==> src/rtl/aes128_stream_loader.sv <==
// -----------------------------------------------------------------------------
// aes128_stream_loader
//
// Feeds a fully combinational AES-128 core and captures its result. Four 32-bit
// plaintext words arrive on a valid/ready stream and are packed into one
// 128-bit block (first word in bits [127:96]). The block and the round key are
// then held unchanged on the core inputs for SETTLE_CYCLES clocks. After that
// the core output is registered and sent back out as four 32-bit words on a
// second valid/ready stream, in the same word order.
//
// Only the plaintext/key registers -> core -> result register paths are
// multicycle paths. Every other path in this block is single cycle.
//
// Parameters
//   SETTLE_CYCLES  clocks the core inputs are held before capture (1..15)
//
// Ports
//   clk            system clock, rising edge
//   rst_n          asynchronous active-low reset
//   key_load       write key_value into the key register when key_ready=1
//   key_value      128-bit cipher key
//   key_ready      key register may be written (LOAD state, no words held)
//   in_valid       plaintext word valid
//   in_ready       plaintext word accepted when in_valid=1
//   in_data        plaintext word
//   out_valid      ciphertext word valid
//   out_ready      downstream accepts ciphertext word
//   out_data       ciphertext word
//   core_data_in   plaintext block to the core
//   core_key_in    key to the core
//   core_data_out  ciphertext block from the core
//   busy           high while settling or draining
//
// States
//   state   | meaning
//   --------+---------------------------------------------------------------
//   LOAD    | collecting plaintext words; key may be written between blocks
//   SETTLE  | core inputs frozen, settle counter running toward capture
//   DRAIN   | result register streamed out word by word
// -----------------------------------------------------------------------------
module aes128_stream_loader #(
  parameter int SETTLE_CYCLES = 4
) (
  input  logic         clk,
  input  logic         rst_n,
  input  logic         key_load,
  input  logic [127:0] key_value,
  output logic         key_ready,
  input  logic         in_valid,
  output logic         in_ready,
  input  logic [31:0]  in_data,
  output logic         out_valid,
  input  logic         out_ready,
  output logic [31:0]  out_data,
  output logic [127:0] core_data_in,
  output logic [127:0] core_key_in,
  input  logic [127:0] core_data_out,
  output logic         busy
);

  localparam logic [1:0] S_LOAD   = 2'd0;
  localparam logic [1:0] S_SETTLE = 2'd1;
  localparam logic [1:0] S_DRAIN  = 2'd2;

  // The counter is loaded with SETTLE_CYCLES-1 on the 4th-word edge and the
  // capture happens on the edge where it reads zero, which is SETTLE_CYCLES
  // edges after the 4th-word edge.
  localparam logic [3:0] SETTLE_INIT = 4'(SETTLE_CYCLES - 1);

  logic [1:0]   state;
  logic [1:0]   word_cnt;
  logic [1:0]   out_idx;
  logic [3:0]   settle_cnt;
  logic         key_valid;
  logic [127:0] key_reg;
  logic [127:0] pt_reg;
  logic [127:0] res_reg;

  logic         key_accept;
  logic         in_hs;
  logic         out_hs;
  logic         capture;

  // The state register reads LOAD while reset is held. Gating with rst_n keeps
  // key_ready at 0 during reset and lets it rise as soon as reset releases.
  assign key_ready  = rst_n && (state == S_LOAD) && (word_cnt == 2'd0);
  assign key_accept = key_load && key_ready;

  // A word is never taken on the same cycle as a key write. This keeps a
  // block from mixing words stored under two different keys.
  assign in_ready   = (state == S_LOAD) && key_valid && !key_accept;
  assign in_hs      = in_valid && in_ready;

  assign out_valid  = (state == S_DRAIN);
  assign out_hs     = out_valid && out_ready;

  assign busy       = (state == S_SETTLE) || (state == S_DRAIN);
  assign capture    = (state == S_SETTLE) && (settle_cnt == 4'd0);

  assign core_data_in = pt_reg;
  assign core_key_in  = key_reg;

  always_comb begin
    out_data = res_reg[127:96];
    case (out_idx)
      2'd0:    out_data = res_reg[127:96];
      2'd1:    out_data = res_reg[95:64];
      2'd2:    out_data = res_reg[63:32];
      default: out_data = res_reg[31:0];
    endcase
  end

  always_ff @(posedge clk or negedge rst_n) begin
    if (!rst_n) begin
      state      <= S_LOAD;
      word_cnt   <= 2'd0;
      settle_cnt <= 4'd0;
      out_idx    <= 2'd0;
    end else begin
      case (state)
        S_LOAD: begin
          if (in_hs) begin
            if (word_cnt == 2'd3) begin
              word_cnt   <= 2'd0;
              settle_cnt <= SETTLE_INIT;
              state      <= S_SETTLE;
            end else begin
              word_cnt <= word_cnt + 2'd1;
            end
          end
        end
        S_SETTLE: begin
          if (settle_cnt == 4'd0) begin
            out_idx <= 2'd0;
            state   <= S_DRAIN;
          end else begin
            settle_cnt <= settle_cnt - 4'd1;
          end
        end
        S_DRAIN: begin
          if (out_hs) begin
            out_idx <= out_idx + 2'd1;
            if (out_idx == 2'd3) begin
              state <= S_LOAD;
            end
          end
        end
        default: state <= S_LOAD;
      endcase
    end
  end

  // Key register. It is only writable between blocks, so it stays constant
  // while the core settles.
  always_ff @(posedge clk or negedge rst_n) begin
    if (!rst_n) begin
      key_reg   <= 128'd0;
      key_valid <= 1'b0;
    end else if (key_accept) begin
      key_reg   <= key_value;
      key_valid <= 1'b1;
    end
  end

  // Plaintext register. It is written only by input handshakes, which cannot
  // happen outside LOAD, so the core inputs stay frozen during SETTLE.
  always_ff @(posedge clk or negedge rst_n) begin
    if (!rst_n) begin
      pt_reg <= 128'd0;
    end else if (in_hs) begin
      case (word_cnt)
        2'd0:    pt_reg[127:96] <= in_data;
        2'd1:    pt_reg[95:64]  <= in_data;
        2'd2:    pt_reg[63:32]  <= in_data;
        default: pt_reg[31:0]   <= in_data;
      endcase
    end
  end

  // Endpoint of the multicycle path from the core.
  always_ff @(posedge clk or negedge rst_n) begin
    if (!rst_n) begin
      res_reg <= 128'd0;
    end else if (capture) begin
      res_reg <= core_data_out;
    end
  end

endmodule

==> config.mk <==
export PLATFORM = sky130hd
export DESIGN_NAME = aes128_stream_loader
export DESIGN_NICKNAME = d
export VERILOG_FILES = /design/src/rtl/aes128_stream_loader.sv
export SDC_FILE = /design/constraint.sdc
export NUM_CORES = 1
export LEC_CHECK = 0
export CORE_AREA = 2 2 227 229
export CTS_CLUSTER_DIAMETER = 150
export CTS_CLUSTER_SIZE = 10
export DETAILED_ROUTE_END_ITERATION = 10
export DIE_AREA = 0 0 229 231
export DONT_BUFFER_PORTS = 1
export GPL_ROUTABILITY_DRIVEN = 0
export GPL_TIMING_DRIVEN = 0
export PLACE_DENSITY_LB_ADDON = 0.25
export REMOVE_ABC_BUFFERS = 1
export SLEW_MARGIN = 30
export SYNTH_ARGS = -nofsm -noshare
export SYNTH_HDL_FRONTEND = slang
export SYNTH_SLANG_ARGS = --single-unit
==> constraint.sdc <==
create_clock -name clk -period 6.14 [get_ports clk]
set_clock_uncertainty 0.05 [all_clocks]
set_input_delay 0.921 -clock clk [delete_from_list [all_inputs] [get_ports clk]]
set_output_delay 0.921 -clock clk [all_outputs]
set_load 0.005 [all_outputs]
# After elaboration in Yosys (flattened, before gate mapping)
# Index checks and enable logic that the tools add are counted.
[word_totals] ff_bits=395 inputBits=293 output_inout_bits=292 wordCells=69
[classes] n_addsub=3 n_eq_ne=14 muxes=15 n_bitwise=1 n_reduce_logical=25
[op_table] op="case mux 32 bit (3 select lines)" count=1
[op_table] op="2-to-1 mux 2 bit" count=8
[op_table] op="2-to-1 mux 4 bit" count=3
[op_table] op="equality test 2 bit (second input constant)" count=5
[op_table] op="AND reduction 2 bit" count=5
[op_table] op="logical AND 1 bit" count=8
[op_table] op="!= test 2 x 1 -> 1 bit (second input constant)" count=4
[op_table] op="case mux 4 bit (2 select lines)" count=1
[op_table] op="equality test 2 x 1 -> 1 bit (second input constant)" count=3
[op_table] op="logical NOT 2 bit" count=3
[op_table] op="case mux 2 bit (3 select lines)" count=1
[op_table] op="AND reduction 5 bit" count=1
[op_table] op="adder 2 x 1 -> 2 bit (second input constant)" count=2
[op_table] op="logical NOT 4 bit" count=1
[op_table] op="!= test 2 bit (second input constant)" count=2
[op_table] op="case mux 2 bit (2 select lines)" count=1
[op_table] op="AND reduction 4 bit" count=1
[op_table] op="nonzero test 2 bit" count=2
[op_table] op="subtractor 4 x 1 -> 4 bit (second input constant)" count=1
[op_table] op="AND reduction 3 bit" count=1
[op_table] op="OR reduction 3 bit" count=1
[op_table] op="logical NOT 1 bit" count=1
[op_table] op="logical OR 1 bit" count=1
[op_table] op="inverter 1 bit" count=1

# Logic depth before layout (Yosys ltp)
[logic_depth] depth_word=9 mapped_depth=10 ltp_nobuf=6

# Worst setup path after synthesis
# OpenSTA, ideal clock, no wires.
[synth_path] kind="input -> output" startpoint="input port rst_n" endpoint="output port in_ready" t_arrival_ps=1687 t_required_ps=5169 path_slack_ps=3482 path_stages=4 n_path_buf=2 path_cell_list="nand4_1 -> clkbuf_1 -> buf_2 -> and3_1"
[synth_via] elab_chain_cells=5
[synth_rtl] item="start, declared" line="45" source="input logic rst_n,"
[synth_rtl] item="logical AND 1 bit (2 in a row)" line="86" source="assign key_ready = rst_n && (state == S_LOAD) && (word_cnt == 2'd0);"
[synth_rtl] item="logical AND 1 bit" line="87" source="assign key_accept = key_load && key_ready;"
[synth_rtl] item="logical NOT 1 bit" line="91" source="assign in_ready = (state == S_LOAD) && key_valid && !key_accept;"
[synth_rtl] item="logical AND 1 bit" line="91"
[synth_rtl] item="end, declared" line="50" source="output logic in_ready,"
# No other way between the ends.

# Final worst setup path
[layout_path] startpoint="register state[0]" endpoint="output port in_ready"
[layout_via] elab_chain_cells=6 word_cells_on_any_way=7 classes_between="7 x reduce/logical"
[layout_rtl] item="start, declared" line="70" source="logic [1:0] state;"
[layout_rtl] item="start signal, assigned" line="115" source="state <= S_LOAD;"
[layout_rtl] item="start signal, assigned" line="126" source="state <= S_SETTLE;"
[layout_rtl] item="start signal, assigned" line="135" source="state <= S_DRAIN;"
[layout_rtl] item="logical NOT 2 bit (*)" line="86, 91"
[layout_rtl] item="logical AND 1 bit (2 in a row)" line="86"
[layout_rtl] item="logical AND 1 bit" line="87"
[layout_rtl] item="logical NOT 1 bit" line="91"
[layout_rtl] item="logical AND 1 bit (*)" line="91"
# Every way passes the cells marked *; elsewhere a longest branch is shown, timed or not.

==> results.py <==
metrics = {
    "pwr": {
        "intPower_uw": 4970,
        "ir_worst_vdd_mv": 0.179,
        "combPwrFrac": 0.190,
        "pwr-share-clk": 0.334,
        "switchingPower_uw": 1850,
        "powerDensity_nw_per_um2": 377,
        "seqPwrFrac": 0.476,
        "p_sw_frac": 0.271,
        "p_leak_uw": 0.00868,
    },
    "yosys": {
        "synth_edf_count": 0,
        "syn_area_um2": 15800,
        "synth_xor_xnor_area_share": 0,
        "synth_ff_type": "dfrtp_1",
        "syn_inst": 1054,
        "synth-simple-area-share": 0.0200,
        "yosysSeqAreaShare": 0.626,
        "async_reset_ff_frac": 1.00,
        "yosys_warnings": 0,
        "avgSynthCellArea_um2": 15.0,
        "ys_types": 42,
        "synth_compound_area_frac": 0.0413,
        "synth_top_family_by_area": "multiplexers",
        "synth_mux_area_frac": 0.273,
        "synthAdderAreaFrac": 0.0111,
        "ys_ff_latch": 395,
    },
    "setup_path": {
        "required_ns": 5.17,
        "path_max_fanout": 18,
        "cp_num_buf_inv": 1,
        "arrival_ns": 2.67,
        "path_class": "reg2out",
        "path_cells": "inv_1, ha_1, nand4_1, and3_1",
        "crit_path_end_kind": "output pin",
        "slowest_stage": "nand4_1",
        "critPathLaunchType": "register",
        "cp_top_family": "simple AND/OR/NAND/NOR gates",
        "reg2reg_from": "state[0]$_DFFE_PN0P_",
        "cp-startpoint": "state[0]$_DFFE_PN0P_",
        "max_stage_delay_ns": 0.60,
    },
    "hold_path": {
        "hold_path.class": "in2async",
    },
    "grt": {
        "overflow": 0,
        "grt_pass1_wl_um": 63700,
        "grt_util_met2": 0.276,
        "grt_max_degree": 293,
        "first_global_vias": 9440,
        "use_met3": 0.0578,
        "top_usage_layer": "met2",
        "grt_use_total": 0.159,
        "use_met1": 0.184,
        "antenna_found_initial": 9,
    },
    "timing": {
        "fmax_mhz": 275,
        "slew_headroom": 0.0637,
        "post-route-min-period_ns": 3.64,
        "period_share": 0.593,
        "drv_slew": 0,
        "setup_viol": 0,
        "worst_pin_slew_ns": 1.40,
        "worst_hold_slack_ns": 0.0385,
        "final-hold-violation-count": 0,
        "rsz0062_at_grt": "false",
    },
    "outcome": {
        "status": "completed",
    },
    "clocking": {
        "cts_hold_buf": 5,
        "cts_root_buffer": "clkbuf_16",
        "htree_levels": 2,
        "cts_setup_buffers": 0,
        "cts_tree": "built",
        "cts_buffers": 45,
        "clk_path_buf_depth": 3,
        "clk_pin_slew_ns": 0.06,
        "insertion_delay_ns": 0.56,
        "ctsResizeCount": 0,
        "cts.sinks": 395,
    },
    "routing": {
        "drc": 0,
        "first_iter_violations": 532,
        "drt-pass1-iter-count": 5,
        "wl_per_cell_um": 24.3,
        "postRouteAntennaNets": 0,
        "drt-vias-per-instance": 4.93,
        "drt_wl_total_um": 43100,
        "dr_total_vias": 8731,
    },
    "die": {
        "die-area_um2": 52900,
        "pin_count": 585,
        "rows": 83,
        "initial_core_util": 0.312,
        "die_w_um": 229,
        "die_h_um": 231,
        "core_area_um2": 50700,
    },
    "placed_design": {
        "dpl_cell_area_um2": 16800,
        "place_hpwl_um": 31000,
        "portBuffers": 0,
    },
    "final_layout": {
        "area_delta_synth_final_pct": 14.5,
        "final_cell_mix": "395 x dfrtp_1, 343 x mux2_2, 45 x clkbuf_16",
        "drive_gt1_frac": 0.414,
        "final_cell_area_um2": 18100,
        "layout.nets": 1391,
        "mostFrequentLayoutCell": "dfrtp_1",
    },
    "flow_run": {
        "maxCapViolCount": 0,
    },
}
## power by group through the flow
stage | clock network [µW] | registers, µW | logic, µW
after floorplan | 0 | 3230 | 977
after global placement | 0 | 3280 | 1260
after detailed placement | 0 | 3290 | 1290
after CTS | 2360 | 3250 | 1320
after global routing | 2470 | 3300 | 1430
final | 2280 | 3250 | 1290
## stage by stage
step	TNS, ns	setup WS (ns)	utilization	cells	total power, µW
floorplan	-779.61	-6.09	-	992	4210
global placement	-1760.21	-11.34	0.323	1672	4550
detailed placement	0	2.59	0.332	1712	4580
CTS	0	2.38	0.357	1765	6930
global route	0	2.22	0.357	1767	7200
finish	0	2.50	0.357	1770	6830
## path summary, 6_finish.rpt
path	end	slack, ns	cells past startpoint
worst max-delay path	in_ready	2.50	4
worst min-delay path	res_reg[7]$_DFFE_PN0P_	0.04	0
worst max register to register	core_key_in[64]$_DFFE_PN0P_	2.65	10
worst min register to register	res_reg[65]$_DFFE_PN0P_	0.46	1
max in group asynchronous	core_data_in[10]$_DFFE_PN0P_	4.61	1
min in group clk	res_reg[18]$_DFFE_PN0P_	0.43	2
## per-layer routing
metal,vias to the layer above,wire (µm)
met4,10,900
met5,-,59
met2,337,22300
met3,64,3590
li1,3787,-
met1,4533,16300
## cells by family after synthesis
family,Yosys count
DFF,395
muxes,386
buffers and inverters,105
AOI/OAI and AO/OA,88
and+or+nand+nor,66
adders and majority gates,14
## synth_stat cells, types with 2 or more instances
master	instances	area share
nor2_1	5	0.0012
clkbuf_1	15	0.0036
buf_4	2	0.00095
mux2_1	10	0.0071
a21oi_1	4	0.0013
nor3b_1	2	0.00095
a31oi_1	2	0.00079
o2bb2ai_1	2	0.0011
o21ai_0	38	0.012
nand3_1	2	0.00063
buf_1	6	0.0014
a211oi_1	2	0.00095
dfrtp_1	395	0.63
nand2b_1	2	0.00079
ha_1	14	0.011
nand2_1	42	0.010
a211oi_2	2	0.0016
mux2_2	343	0.24
mux2i_1	32	0.020
buf_2	38	0.012
and3_1	2	0.00079
inv_1	43	0.010
a222oi_1	32	0.020
## cell type report
type,count,area (µm²)
antenna,5,12.5
multi-input combinational,554,5490
sequential,395,9880
tap,680,851
timing repair buffer,45,537
clock inverter,3,25.0
fill,4942,32600
clock buffer,45,1130
inverter,43,161
(Power assumes the default switching activity.)
